[src/rtl/tx_pkg.sv]
// Shared types and constants for the TX symbol mapper.
// Scrambler constants are used only when TX_MAPPER_SCRAMBLER_EN is defined.
package tx_pkg;

  typedef enum logic [1:0] {
    MODE_BPSK,
    MODE_QPSK,
    MODE_QAM16,
    MODE_RSVD
  } tx_mode_t;

  typedef enum logic {
    ST_IDLE,
    ST_MAP
  } tx_state_t;

  localparam logic [6:0] SCR_SEED = 7'h7F;
  // x^7 + x^4 + 1: feedback from lfsr[6] and lfsr[3]
  localparam logic [6:0] SCR_TAPS = 7'h48;

  function automatic logic [2:0] bits_per_sym(input tx_mode_t m);
    case (m)
      MODE_BPSK:  return 3'd1;
      MODE_QAM16: return 3'd4;
      default:    return 3'd2;
    endcase
  endfunction

endpackage

[src/rtl/tx_scrambler.sv]
// x^7+x^4+1 additive scrambler producing up to 4 bits per cycle.
// s[0] applies to the first bit consumed; reseed takes effect in the same cycle.
module tx_scrambler
  import tx_pkg::*;
(
  input  logic       clk,
  input  logic       rst_n,
  input  logic       step,
  input  logic       reseed,
  input  logic [2:0] nbits,
  output logic [3:0] s
);

  logic [6:0] lfsr_q;
  logic [6:0] w0, w1, w2, w3, w4;
  logic [6:0] nxt;

  function automatic logic [6:0] adv1(input logic [6:0] x);
    return {x[5:0], ^(x & SCR_TAPS)};
  endfunction

  always_comb begin
    w0 = reseed ? SCR_SEED : lfsr_q;
    w1 = adv1(w0);
    w2 = adv1(w1);
    w3 = adv1(w2);
    w4 = adv1(w3);
    s  = {^(w3 & SCR_TAPS), ^(w2 & SCR_TAPS),
          ^(w1 & SCR_TAPS), ^(w0 & SCR_TAPS)};
    nxt = w0;
    if (step) begin
      case (nbits)
        3'd1:    nxt = w1;
        3'd2:    nxt = w2;
        3'd3:    nxt = w3;
        3'd4:    nxt = w4;
        default: nxt = w0;
      endcase
    end
  end

  always_ff @(posedge clk or negedge rst_n) begin
    if (!rst_n) lfsr_q <= SCR_SEED;
    else        lfsr_q <= nxt;
  end

endmodule

[src/rtl/tx_symbol_mapper.sv]
// AXIS byte stream to BPSK/QPSK/16QAM I/Q symbols, each held SPS beats.
// Define TX_MAPPER_SCRAMBLER_EN to scramble data bits before mapping.
module tx_symbol_mapper
  import tx_pkg::*;
#(
  parameter int IN_BYTES  = 1,
  parameter int OUT_WIDTH = 12,
  parameter int AMP       = 1447,
  parameter int SPS       = 1
) (
  input  logic                   clk,
  input  logic                   rst_n,
  input  logic [1:0]             mode,
  input  logic [8*IN_BYTES-1:0]  in_data,
  input  logic                   in_valid,
  input  logic                   in_last,
  output logic                   in_ready,
  output logic [2*OUT_WIDTH-1:0] out_data,
  output logic                   out_valid,
  input  logic                   out_ready,
  output logic                   out_last
);

  localparam int W  = 8 * IN_BYTES;
  localparam int CW = $clog2(W + 1);
  localparam int LO = AMP / 3;
  localparam logic [OUT_WIDTH-1:0] P_AMP = OUT_WIDTH'(AMP);
  localparam logic [OUT_WIDTH-1:0] N_AMP = OUT_WIDTH'(-AMP);
  localparam logic [OUT_WIDTH-1:0] P_LO  = OUT_WIDTH'(LO);
  localparam logic [OUT_WIDTH-1:0] N_LO  = OUT_WIDTH'(-LO);
  localparam logic [3:0] HOLD_MAX = 4'(SPS - 1);

  if (AMP >= 2**(OUT_WIDTH-1) || SPS < 1 || SPS > 16) begin : g_bad_cfg
    $fatal(1, "tx_symbol_mapper: AMP or SPS out of range");
  end

  tx_state_t              state_q, nxt;
  logic [W-1:0]           word_q;
  logic [CW-1:0]          cnt_q;
  tx_mode_t               mode_q;
  logic                   last_q;
  logic [3:0]             hold_q;
  logic                   sym_last_q;

  tx_mode_t               in_mode, src_mode;
  logic [W-1:0]           src_bits;
  logic [CW-1:0]          src_cnt;
  logic                   src_last;
  logic                   accept, adv, more, load, last_sym;
  logic [2:0]             k;
  logic [3:0]             sym;
  logic [OUT_WIDTH-1:0]   i_val, q_val;

  function automatic logic [CW-1:0] nsym(input tx_mode_t m);
    case (m)
      MODE_BPSK:  return CW'(W);
      MODE_QAM16: return CW'(W / 4);
      default:    return CW'(W / 2);
    endcase
  endfunction

  function automatic logic [OUT_WIDTH-1:0] lvl2(input logic b);
    return b ? N_AMP : P_AMP;
  endfunction

  function automatic logic [OUT_WIDTH-1:0] gray4(input logic [1:0] b);
    case (b)
      2'b00:   return P_AMP;
      2'b01:   return P_LO;
      2'b11:   return N_LO;
      default: return N_AMP;
    endcase
  endfunction

  assign in_mode = tx_mode_t'(mode);

`ifdef TX_MAPPER_SCRAMBLER_EN
  logic [3:0] scr;

  tx_scrambler u_scr (
    .clk    (clk),
    .rst_n  (rst_n),
    .step   (load),
    .reseed (out_valid && out_ready && out_last),
    .nbits  (k),
    .s      (scr)
  );

  assign sym = src_bits[3:0] ^ scr;
`else
  assign sym = src_bits[3:0];
`endif

  // A word being accepted can feed the output in the same cycle.
  always_comb begin
    accept   = in_valid && in_ready;
    adv      = !out_valid || out_ready;
    more     = out_valid && (hold_q != HOLD_MAX);
    src_mode = accept ? in_mode : mode_q;
    src_bits = accept ? in_data : word_q;
    src_last = accept ? in_last : last_q;
    src_cnt  = accept ? nsym(in_mode) : cnt_q;
    k        = bits_per_sym(src_mode);
    load     = adv && !more && (accept || state_q == ST_MAP);
    last_sym = src_last && (src_cnt == CW'(1));
    case (src_mode)
      MODE_BPSK: begin
        i_val = lvl2(sym[0]);
        q_val = '0;
      end
      MODE_QAM16: begin
        i_val = gray4(sym[1:0]);
        q_val = gray4(sym[3:2]);
      end
      default: begin
        i_val = lvl2(sym[0]);
        q_val = lvl2(sym[1]);
      end
    endcase
    nxt = state_q;
    if (load)        nxt = (src_cnt == CW'(1)) ? ST_IDLE : ST_MAP;
    else if (accept) nxt = ST_MAP;
  end

  always_ff @(posedge clk or negedge rst_n) begin
    if (!rst_n) begin
      state_q    <= ST_IDLE;
      word_q     <= '0;
      cnt_q      <= '0;
      mode_q     <= MODE_BPSK;
      last_q     <= 1'b0;
      hold_q     <= '0;
      sym_last_q <= 1'b0;
      in_ready   <= 1'b0;
      out_valid  <= 1'b0;
      out_last   <= 1'b0;
      out_data   <= '0;
    end else begin
      state_q  <= nxt;
      in_ready <= (nxt == ST_IDLE);
      if (load) begin
        word_q <= src_bits >> k;
        cnt_q  <= src_cnt - CW'(1);
        mode_q <= src_mode;
        last_q <= src_last;
      end else if (accept) begin
        word_q <= in_data;
        cnt_q  <= nsym(in_mode);
        mode_q <= in_mode;
        last_q <= in_last;
      end
      if (adv) begin
        if (more) begin
          hold_q   <= hold_q + 4'd1;
          out_last <= sym_last_q && (hold_q + 4'd1 == HOLD_MAX);
        end else if (load) begin
          out_valid  <= 1'b1;
          out_data   <= {i_val, q_val};
          hold_q     <= '0;
          sym_last_q <= last_sym;
          out_last   <= last_sym && (HOLD_MAX == 4'd0);
        end else begin
          out_valid <= 1'b0;
          out_last  <= 1'b0;
          hold_q    <= '0;
        end
      end
    end
  end

endmodule
[config.mk]
export PLATFORM = sky130hd
export DESIGN_NAME = tx_symbol_mapper
export DESIGN_NICKNAME = d
export VERILOG_FILES = /design/src/rtl/tx_pkg.sv /design/src/rtl/tx_scrambler.sv /design/src/rtl/tx_symbol_mapper.sv
export SDC_FILE = /design/constraint.sdc
export NUM_CORES = 1
export LEC_CHECK = 0
export BUFFER_PORTS_ARGS = -buffer_cell sky130_fd_sc_hd__buf_2
export CAP_MARGIN = 20
export CORE_MARGIN = 4
export CORE_UTILIZATION = 30
export CTS_CLUSTER_DIAMETER = 200
export DETAILED_ROUTE_END_ITERATION = 8
export HOLD_SLACK_MARGIN = 0.12
export PLACE_DENSITY = 0.55
export REMOVE_ABC_BUFFERS = 1
export SLEW_MARGIN = 0
export SYNTH_ARGS = -nofsm -noshare
export SYNTH_HDL_FRONTEND = slang
export SYNTH_SLANG_ARGS = --single-unit
[constraint.sdc]
create_clock -name clk -period 1.8 [get_ports clk]
set_clock_uncertainty 0.15 [all_clocks]
set_input_delay 0.18 -clock clk [delete_from_list [all_inputs] [get_ports clk]]
set_output_delay 0.18 -clock clk [all_outputs]
set_load 0.01 [all_outputs]
==> flow_metrics.py <==
metrics = {
    "run_status": {
        "outcome": "completed",
    },
    "synth": {
        "post_synth_instance_area_um2": 2071,
        "avgSynthCellArea_um2": 10.62,
        "yosys.cell_count.top_type": "dfrtp_1",
        "synth-edff-count": 0,
        "seq_area_frac_synth": 0.4350,
        "synth_mux_area_frac": 0.1082,
        "synth_top_cell_by_area": "dfrtp_1",
        "synth_top_cells_by_area": "dfrtp_1 (44%), buf_4 (4.7%), a21oi_1 (3.6%)",
        "postSynth.topFlopCell": "dfrtp_1",
        "ys_async_sr_fraction": 1.000,
        "synth_simple_gate_area_share": 0.1468,
        "synthesis.instances": 195,
        "post_synth_xor_area_fraction": 0.02538,
        "ys_types": 44,
        "synth-compound-area-share": 0.1631,
        "synth_seq_cells": 36,
        "synth_top_family_by_area": "compound AO/OA/AOI/OAI gates",
        "synth_adder_area_share": 0.03625,
        "netlist.area_leader.share": 0.4350,
        "yosys_warnings": 0,
        "synthTopCellsByCount": "dfrtp_1 (36), a21oi_1 (15), nand2_1 (14)",
    },
    "clock_tree": {
        "cts.clk_slew.worst_paths_ns": 0.07,
        "clk-insertion-delay-late_ns": 0.28,
        "cts_root_buffer": "clkbuf_8",
        "clock_sink_count": 36,
        "clockBufferDepth": 2,
        "cts_htree_levels": 2,
        "cts_made_buffers": 5,
        "cts_tree": "done",
    },
    "grt": {
        "grt_overflow": 0,
        "via_count_of_the_first_global_routing_pass": 1642,
        "gr-usage-all-layers": 0.1218,
        "grt_first_pass_wirelength_um": 8128,
        "maximum_number_of_pins_on_one_net_before_global_route_repair": 18,
        "initial_antenna_violation_count": 0,
    },
    "setup_path": {
        "critical_path_start_end_classification": "reg -> reg",
        "critical-path-slowest-cell": "dfrtp_1",
        "timing.critical_path.buf_inv": 2,
        "worstRegToRegCells": 6,
        "critical_path.startpoint_type": "flop",
        "crit_family": "flip-flops",
        "critical_path.reg2reg.startpoint": "in_ready$_DFF_PN0_",
        "cp-startpoint": "in_ready$_DFF_PN0_",
        "critPathMaxFanout": 8,
        "timing.critical_path.required_ns": 1.85,
        "worst-endpoint-arrival_ns": 1.82,
        "crit_path_cell_trace": "nand2_4, buf_8, a21oi_4, buf_6, mux2_2, a22oi_1",
        "reg2reg_slack_ns": 0.03,
        "cp_endpoint_kind": "flop",
        "critical_path_cell_count": 6,
        "cp_peak_stage_delay_ns": 0.43,
        "worst_setup_path_endpoint": "word_q[2]$_DFF_PN0_",
        "worst_flop_to_flop_path_endpoint": "word_q[2]$_DFF_PN0_",
    },
    "placement": {
        "dp_hpwl_um": 3717,
        "dpl.cell_count": 320,
        "port_buffers": 41,
        "globalplace.congestion": 0.7671,
    },
    "die": {
        "rows": 30,
        "area_of_the_die_um2": 8296,
        "die_width_um": 91.08,
        "die-height_um": 91.08,
        "io_pins": 42,
        "initial_core_util": 0.3065,
        "core_area_um2": 6756,
    },
    "sta": {
        "relSlewSlack": 0.7069,
        "final_worst_path_cycle_share": 0.9817,
        "drv_slew": 0,
        "timing.final.crit_period_ns": 1.767,
        "achievable-frequency_mhz": 565.9,
        "slew_of_the_pin_with_the_lowest_slew_margin_ns": 0.4336,
        "finalHoldViolCount": 0,
        "fin_tns_setup_ns": 0,
        "setup_violations": 0,
    },
    "route": {
        "top_layer_used": "met4",
        "wl_met2_um": 2423,
        "drcViolationCount": 0,
        "drt-initial-drc-count": 49,
        "wl_met3_um": 171,
        "route.layer.met1.wl_um": 2286,
        "wl_um": 4906,
        "wl_per_cell_um": 14.64,
        "detail_route.first_pass.iterations": 4,
        "vias_per_cell": 4.922,
        "vias": 1649,
        "postRouteAntennaNets": 0,
    },
    "layout": {
        "fillCellCount": 672,
        "syn_to_final_growth_pct": 29.49,
        "area_taken_by_multi_input_logic_gates_um2": 1051,
        "layout-drive-gt1-share": 0.4157,
        "layout.cells.non_filler": 335,
        "nets": 276,
        "area.sequential_um2": 900.9,
        "antenna_cells": 0,
    },
    "power_and_ir_drop": {
        "power_density_nw_per_um2": 1703,
        "peakVddDrop_v": 0.0009796,
        "p_leak_uw": 0.001311,
    },
    "worst_hold_path": {
        "min-delay-path-class": "in -> reg",
    },
    "run": {
        "timing.max_cap.violations": 0,
    },
}
sequential cells by signal (all words and copies together), names as in the netlist:
| signal | cells |
|---|---|
| cnt_q | 4 |
| hold_q | 4 |
| in_ready | 1 |
| last_q | 1 |
| mode_q | 2 |
| out_data | 12 |
| out_last | 1 |
| out_valid | 1 |
| state_q | 1 |
| sym_last_q | 1 |
| word_q | 8 |
worst min path at each step:
stage	depth (start not counted)	slack (ns)	startpoint	to
after global routing	3	0.15	in_data[7]	word_q[7]$_DFF_PN0_
after floorplan	0	-0.27	rst_n	cnt_q[0]$_DFF_PN0_
final	3	0.13	mode[1]	mode_q[1]$_DFF_PN0_
after CTS	2	0.12	in_valid	state_q$_DFF_PN0_
after global placement	1	-0.04	rst_n	out_data[6]$_DFFE_PN0P_
after detailed placement	1	-0.04	rst_n	out_data[6]$_DFFE_PN0P_
area by class of cell:
class,count,share of cell area
well taps,80,0.03733
multi-input cells,130,0.3920
inverters,10,0.01400
repair buffers,72,0.1848
clock buffers,7,0.03593
flip-flops and latches,36,0.3360
logic make-up (layout without fill, tap and decap cells):
| logic type | after synthesis | in the layout |
|---|---|---|
| compound gates | 48 | 48 |
| buf+inv | 29 | 89 |
| mux | 17 | 17 |
| fa+ha+maj | 6 | 6 |
| simple gates | 53 | 53 |
| flops | 36 | 36 |
| xor+xnor | 6 | 6 |
routing by layer:
metal  up-vias  GRT usage
met4         0    0.03392
li1        813          -
met3         5    0.02651
met2        30     0.1968
met1       801     0.1642
met5         -          0
where the power goes:
| part | switching, µW | leakage [µW] | internal, µW | total, µW |
|---|---|---|---|---|
| logic | 1270 | 0.000824 | 1260 | 2530 |
| clock network | 278 | 0.0000503 | 341 | 619 |
| registers | 263 | 0.000436 | 1160 | 1420 |
| total | 1810 | 0.00131 | 2760 | 4570 |
what timing repair did:
item                                    4_1_cts  5_1_grt
endpoints found under the setup margin        0       16
buffers inserted                              0        6
endpoints found under the hold margin        37        0
gates resized for setup                       0       17
hold buffers                                  2        0
placed cells by master, fill, tap and decap left out, drive strengths merged, types with 5 or more instances in the layout:
cell and count:
a31oi 5, buf 70, nand2 15, a22oi 5
and4b 5, a21oi 18, nand3 8, inv 10
mux2 7, dfrtp 36, nor2 13, mux2i 10
clkbuf 7, ha 6
worst reg2reg max path: stages, from the launching register on:
cell,delay [ns]
dfrtp_1,0.43
nand2_4,0.13
buf_8,0.17
a21oi_4,0.22
buf_6,0.14
mux2_2,0.32
a22oi_1,0.14
stage by stage:
step | util | setup slack (ns) | hold slack [ns] | total power (µW) | area (µm²)
floorplan | - | -0.2423 | -0.2656 | 2774 | 1932
global placement | 0.3604 | 0.04649 | -0.03819 | 3704 | 2435
detailed placement | 0.3604 | 0.02029 | -0.04100 | 3732 | 2435
CTS | 0.3776 | 0.01105 | 0.1215 | 4366 | 2551
global route | 0.3969 | -0.03024 | 0.1466 | 4931 | 2681
finish | 0.3969 | 0.03298 | 0.1276 | 4568 | 2681
Power figures use the tool's default switching activity.
